==> config.mk <==
export PLATFORM = sky130hd
export DESIGN_NAME = shift_sequencer
export DESIGN_NICKNAME = d
export VERILOG_FILES = /design/src/rtl/shift_sequencer.sv
export SDC_FILE = /design/constraint.sdc
export NUM_CORES = 1
export LEC_CHECK = 0
export CAP_MARGIN = 40
export CORE_MARGIN = 2
export CORE_UTILIZATION = 47
export DETAILED_ROUTE_END_ITERATION = 8
export GPL_TIMING_DRIVEN = 0
export HOLD_SLACK_MARGIN = 0.12
export PLACE_DENSITY = 0.76
export SYNTH_ARGS = -nofsm -noshare
export SYNTH_HDL_FRONTEND = slang
export SYNTH_SLANG_ARGS = --single-unit
==> constraint.sdc <==
create_clock -name clk -period 2.94 [get_ports clk]
set_input_delay 0.588 -clock clk [delete_from_list [all_inputs] [get_ports clk]]
set_output_delay 0.588 -clock clk [all_outputs]
set_load 0.02 [all_outputs]
==> src/rtl/shift_sequencer.sv <==
// Command sequencer for an N-bit universal shift register: one command per handshake, result returned on rsp_*.
// Build option: define SHSEQ_PRELOAD_EN to honour cmd_load (one LOAD cycle before a shift).
module shift_sequencer #(
    parameter int unsigned N  = 8,
    parameter int unsigned CW = $clog2(N) + 1
) (
    input  logic          clk,
    input  logic          clear,
    input  logic          cmd_valid,
    output logic          cmd_ready,
    input  logic [2:0]    cmd_op,
    input  logic [N-1:0]  cmd_data,
    input  logic [CW-1:0] cmd_count,
    input  logic          cmd_fill,
    input  logic          cmd_load,
    output logic          rsp_valid,
    input  logic          rsp_ready,
    output logic [N-1:0]  rsp_data,
    output logic          busy,
    output logic [2:0]    sr_S,
    output logic [N-1:0]  sr_D,
    output logic          sr_MSBin,
    output logic          sr_LSBin,
    input  logic [N-1:0]  sr_Q
);

    localparam logic [2:0] OP_NOP  = 3'd0;
    localparam logic [2:0] OP_LOAD = 3'd1;
    localparam logic [2:0] OP_LSR  = 3'd2;
    localparam logic [2:0] OP_LSL  = 3'd3;

    typedef enum logic [2:0] {
        IDLE   = 3'd0,
        LOAD   = 3'd1,
        SHIFT  = 3'd2,
        SETTLE = 3'd3,
        RESP   = 3'd4
    } state_t;

    state_t        state_q, state_d;
    logic [2:0]    op_q, op_d;
    logic [N-1:0]  data_q, data_d;
    logic          fill_q, fill_d;
    logic [CW-1:0] cnt_q, cnt_d;

    logic          cmd_ready_d, rsp_valid_d, busy_d;
    logic [N-1:0]  rsp_data_d, sr_D_d;
    logic [2:0]    sr_S_d;
    logic          sr_MSBin_d, sr_LSBin_d;

    logic [CW-1:0] eff_count_c;
    logic          preload_c;

    assign eff_count_c = (cmd_count > CW'(N)) ? CW'(N) : cmd_count;

`ifdef SHSEQ_PRELOAD_EN
    assign preload_c = cmd_load;
`else
    logic unused_load_c;
    assign unused_load_c = cmd_load;
    assign preload_c     = 1'b0;
`endif

    // State and registered outputs
    always_ff @(posedge clk or posedge clear) begin
        if (clear) begin
            state_q   <= IDLE;
            op_q      <= OP_NOP;
            data_q    <= '0;
            fill_q    <= 1'b0;
            cnt_q     <= '0;
            cmd_ready <= 1'b0;
            rsp_valid <= 1'b0;
            rsp_data  <= '0;
            busy      <= 1'b0;
            sr_S      <= OP_NOP;
            sr_D      <= '0;
            sr_MSBin  <= 1'b0;
            sr_LSBin  <= 1'b0;
        end else begin
            state_q   <= state_d;
            op_q      <= op_d;
            data_q    <= data_d;
            fill_q    <= fill_d;
            cnt_q     <= cnt_d;
            cmd_ready <= cmd_ready_d;
            rsp_valid <= rsp_valid_d;
            rsp_data  <= rsp_data_d;
            busy      <= busy_d;
            sr_S      <= sr_S_d;
            sr_D      <= sr_D_d;
            sr_MSBin  <= sr_MSBin_d;
            sr_LSBin  <= sr_LSBin_d;
        end
    end

    // Next state; the final SHIFT cycle (counter at zero) drives NOP, giving count+2 latency
    always_comb begin
        state_d     = state_q;
        op_d        = op_q;
        data_d      = data_q;
        fill_d      = fill_q;
        cnt_d       = cnt_q;
        rsp_valid_d = rsp_valid;
        rsp_data_d  = rsp_data;

        case (state_q)
            IDLE: begin
                if (cmd_valid && cmd_ready) begin
                    op_d   = cmd_op;
                    data_d = cmd_data;
                    fill_d = cmd_fill;
                    cnt_d  = eff_count_c;
                    if (cmd_op == OP_NOP)
                        state_d = SETTLE;
                    else if (cmd_op == OP_LOAD || preload_c)
                        state_d = LOAD;
                    else
                        state_d = SHIFT;
                end
            end
            LOAD:   state_d = (op_q == OP_LOAD) ? SETTLE : SHIFT;
            SHIFT: begin
                if (cnt_q == '0)
                    state_d = SETTLE;
                else
                    cnt_d = cnt_q - CW'(1);
            end
            SETTLE: begin
                rsp_data_d  = sr_Q;
                rsp_valid_d = 1'b1;
                state_d     = RESP;
            end
            RESP: begin
                if (rsp_ready) begin
                    rsp_valid_d = 1'b0;
                    state_d     = IDLE;
                end
            end
            default: state_d = IDLE;
        endcase

        // Register-side outputs follow the state being entered
        cmd_ready_d = (state_q == IDLE) && (state_d == IDLE);
        busy_d      = (state_d != IDLE);
        sr_S_d      = OP_NOP;
        sr_D_d      = '0;
        sr_MSBin_d  = 1'b0;
        sr_LSBin_d  = 1'b0;
        if (state_d == LOAD) begin
            sr_S_d = OP_LOAD;
            sr_D_d = data_d;
        end else if (state_d == SHIFT && cnt_d != '0) begin
            sr_S_d     = op_d;
            sr_MSBin_d = (op_d == OP_LSR) && fill_d;
            sr_LSBin_d = (op_d == OP_LSL) && fill_d;
        end
    end

endmodule

Word-level counts from Yosys, hierarchy flattened

Cells that the tools add are included.

Add/subtract/negate cells: 1
Multiply operators: 0
Divide/modulo/power cells: 0
Order comparisons: 1
Equal/unequal tests: 11
Shifts and indexed selects: 0
Mux-type cells: 26
Bitwise logic cells: 0
Reduce and logical (&&, ||, !) cells: 13

Operators with widths:

| operator                                                               | count |
|---|---|
| 8-bit 2-to-1 mux                                                       | 3 |
| 3-bit 2-to-1 mux                                                       | 7 |
| 3-bit by 2-bit equality test with 1-bit output (second input constant) | 5 |
| 3-bit one-hot mux with 5 select lines                                  | 1 |
| 3-bit by 1-bit equality test with 1-bit output (second input constant) | 4 |
| 4-bit 2-to-1 mux                                                       | 3 |
| 3-bit zero test                                                        | 3 |
| 1-bit 2-to-1 mux                                                       | 8 |
| 4-bit one-hot mux with 2 select lines                                  | 1 |
| 1-bit logical AND                                                      | 5 |
| 4-bit greater-than comparator (second input constant)                  | 1 |
| 4-bit zero test                                                        | 1 |
| 2-bit 2-to-1 mux                                                       | 2 |
| 4-bit nonzero test                                                     | 1 |
| 4-bit by 1-bit subtractor with 4-bit output (second input constant)    | 1 |
| 3-bit equality test (second input constant)                            | 1 |
| 3-bit nonzero test                                                     | 1 |
| 2-bit != test (second input constant)                                  | 1 |
| 1-bit one-hot mux with 2 select lines                                  | 1 |
| 2-bit AND reduction                                                    | 1 |
| 2-bit nonzero test                                                     | 1 |

Flip-flop bits (word level): 43
Latch bits: 0
Memory bits (writable): 0
Bits in read-only memories: 0
Output and inout port bits: 24
Memories: 0

Depth between registers and ports, before layout

Depth in word-level cells: 9
Mapped depth: 10
Gate-level depth less buffers: 8

Worst setup path before layout

OpenSTA, ideal clock, no wires.

Path kind: reg2reg
Start point: reg state_q[2]
End point: reg sr_S[0]
Setup time: 0.135 ns
Arrival time: 2.015 ns
Path slack: 0.791 ns
Cell stages (with the launch flop): 9
Path buffers: 3
Clock period less this slack: 2.149 ns
Cell sequence: dfrtp_1 > buf_6 > or3_1 > buf_2 > or2_1 > buf_6 > a221o_1 > nor4_4 > o31ai_1

Word-level cells in the longest chain between the ends: 6
Elaborated cells on any way between the ends: 17

Ends and longest elaborated chain:

| item                                                                              | line | text |
|---|---|---|
| from (decl)                                                                       | 40   | `state_t state_q, state_d;` |
| from (signal assigned)                                                            | 81   | `state_q <= state_d;` |
| 3-bit by 2-bit equality test with 1-bit output or 3-bit zero test (tied branches) | 107  | `case (state_q)` |
| 4-bit one-hot mux with 2 select lines (*)                                         | 107  |  |
| net cnt_d[2]                                                                      | 44   | `logic [CW-1:0] cnt_q, cnt_d;` |
| 4-bit nonzero test (*)                                                            | 153  | `end else if (state_d == SHIFT && cnt_d != '0) begin` |
| 1-bit logical AND (*)                                                             | 153  |  |
| 3-bit 2-to-1 mux (*)                                                              | 153  |  |
| 3-bit 2-to-1 mux (*)                                                              | 150  | `if (state_d == LOAD) begin` |
| net sr_S_d[0]                                                                     | 48   | `logic [2:0] sr_S_d;` |
| to (signal assigned)                                                              | 90   | `sr_S <= sr_S_d;` |
| to (decl)                                                                         | 20   | `output logic [2:0] sr_S,` |

Mark *: on every way through the listed nets, which the timed path passes. The rest lies on a longest branch.
A chain may end at the register's enable or synchronous reset.

Final worst setup path

Start point: in cmd_valid
End point: reg sr_S[0]

Word-level cells in the longest chain between the ends: 7
Elaborated cells on any way between the ends: 13

Ends and longest elaborated chain:

| item                                  | line | text |
|---|---|---|
| from (decl)                           | 9    | `input logic cmd_valid,` |
| 1-bit logical AND                     | 109  | `if (cmd_valid && cmd_ready) begin` |
| 4-bit 2-to-1 mux                      | 109  |  |
| 4-bit one-hot mux with 2 select lines | 107  |  |
| net cnt_d[2]                          | 44   |  |
| 4-bit nonzero test                    | 153  |  |
| 1-bit logical AND                     | 153  |  |
| 3-bit 2-to-1 mux                      | 153  |  |
| 3-bit 2-to-1 mux                      | 150  |  |
| net sr_S_d[0]                         | 48   |  |

The timed path passes the listed nets, and every way through them passes these cells.

==> out/qor.csv <==
metric,value,unit
run_status,"finished, final reports clean",
ctsHoldBuffers,0,
p_total,2.56,mW
clkLatencyLatePin,0.29,ns
yosysTopAreaCellShare,0.589,
final_cells,252,
syn-cell-area,1830,um^2
io_pins,53,
rows,22,
dp_hpwl,2950,um
r2r_start,state_q[1],
hold_class,reg2reg,
yosysTopAreaCell,dfrtp_1,
cts_root_buffer,clkbuf_8,
place_congestion,0.901,
grt_pass1_vias,1355,
cts_max_path_buffers,2,
cts_buffers,5,
final_layout_size_suffix_gt1_frac,0.172,
critPathArrivalTime,2.59,ns
layout_common_cells,"clkdlybuf4s50_1 (51), dfrtp_1 (43), mux2_2 (18), nand2_1 (8), and3_1 (8)",
ys_warn_count,0,
synth-seq-cells,43,
ff_latch_area,1080,um^2
grt_pass1_wl,6220,um
dr.pass1.iters,4,
port_buffers,51,
cts_tree,built,
synth_nets,174,
syn_area_per_cell,12.7,um^2
relSlewSlack,0.562,
finClkSkew,0.00365,ns
dpl.cell_count,244,
hold_viol,0,
rrSetupSlack,0.56,ns
area_growth,38.2,%
critical_path.endpoint,sr_S[0],
post_cts_resize_count,0,
clk_pin_slew,0.07,ns
p_leak,1.15,nW
critPathKind,in2reg,
postSynthCellCount,144,
rsz0062_at_grt,no,
worstReg2RegEnd,sr_S[0],
die-height,66.4,um
h-tree-depth,2,
tns,0,ns
irDropWorstVdd,0.449,mV
drt-total-wl,3890,um
cts.sinks,43,
synthDistinctLibCells,37,
max_freq,410,MHz
start_util,0.496,
drc,0,
cp_max_fo,6,
powerDensity,1010,nW/um^2
synth-edff-count,0,
setup_violations,0,
startpoint,cmd_valid,
fin_crit_sh,0.829,
slew_viol_final,0,
insertedDiodeCount,0,
endpoint_kind,flop,
min_period,2.44,ns
async_reset_ff_frac,1.00,
synthFlopType,dfrtp_1,
drt_iter0_drc,97,
drv_cap,0,
wire_per_inst,15.4,um
yosysSeqAreaShare,0.589,
worstPathRequired,3.10,ns
cts_setup_buffers,0,
vias,1336,
nNetsFinal,233,
synth_area_leaders,"dfrtp_1 (59%), mux2_2 (11%), and3_1 (2.7%), mux2i_1 (1.6%), nand2_1 (1.6%)",
fillCellCount,277,
grt-ovfl-total,0,
die-area,4400,um^2
grt_use_total,0.195,
fp.coreArea,3690,um^2
hp-start,data_q[0],
ant_nets,0,
drt-vias-per-instance,5.30,
tightestPinTransition,0.655,ns
r2r_cells,6,
multi_input_area,688,um^2
start_kind,input pin,
antenna_found_initial,0,
die_x,66.4,um
grt_max_degree,23,
final_common_cell,clkdlybuf4s50_1,
[metal layers]
layer,wire length [um],track usage
met5,0,0
met4,63,0.0714
met3,178,0.0613
met2,1920,0.313
met1,1720,0.249
[state kept, by name (all words and copies together), names as in the netlist]
name       flops
busy           1
cmd_ready      1
cnt_q          4
data_q         8
fill_q         1
op_q           3
rsp_data       8
rsp_valid      1
sr_D           8
sr_LSBin       1
sr_MSBin       1
sr_S           3
state_q        3
[power by group]
group          switching (mW)  internal [mW]
combinational           0.656          0.568
clock                   0.179          0.214
sequential              0.122          0.825
[cells by family after synthesis]
group	Yosys count	share of synthesized area
flops	43	0.589
buf+inv	12	0.0349
compound gates	21	0.0808
mux	21	0.127
simple gates	46	0.162
fa+ha+maj	1	0.00684
[synth_stat cells, drive strengths merged, types with 2 or more instances]
cell type	count
nand2	8
nor2	6
inv	6
a21oi	4
o31a	2
and3	8
o21ai	3
a211oi	2
dfrtp	43
nor3	2
nor4b	2
mux2	18
o211ai	2
nor4	4
nor2b	2
nand3b	2
o31ai	2
and4b	2
mux2i	3
buf	5
nor3b	4
[how the worst min path moves through the flow]
stage	endpoint	slack [ns]	depth (start not counted)
floorplan	data_q[6]	0.46	1
global placement	data_q[6]	0.47	1
detailed placement	data_q[4]	0.48	1
CTS	data_q[4]	0.49	1
global route	data_q[1]	0.53	1
finish	data_q[0]	0.49	1
[layout make-up]
| class | count | area share |
|---|---|---|
| Buffer | 6 | 0.0163 |
| Clock buffer | 8 | 0.0396 |
| Inverter | 6 | 0.00892 |
| Multi-Input combinational cell | 89 | 0.272 |
| Sequential cell | 43 | 0.426 |
| Tap cell | 48 | 0.0238 |
| Timing Repair Buffer | 52 | 0.213 |
[worst max-delay path: stages]
cell,delay (ns)
clkdlybuf4s50_1,0.55
nand2_1,0.19
or2_1,0.26
buf_6,0.13
a221o_1,0.36
nor4_4,0.36
o31ai_1,0.14
[per-stage QoR]
| stage | hold slack (ns) | setup slack, ns | util | instance area [um^2] |
|---|---|---|---|---|
| 6_report | 0.494 | 0.504 | 0.685 | 2530 |
| 5_1_grt | 0.526 | 0.343 | 0.685 | 2530 |
| 4_1_cts | 0.494 | 0.531 | 0.685 | 2530 |
| 3_5_place_dp | 0.477 | 0.230 | 0.658 | 2430 |
| 3_3_place_gp | 0.473 | 0.245 | 0.650 | 2400 |
| 2_1_floorplan | 0.465 | 0.791 | - | 1830 |
No activity file was read; power rests on OpenSTA's default activity.
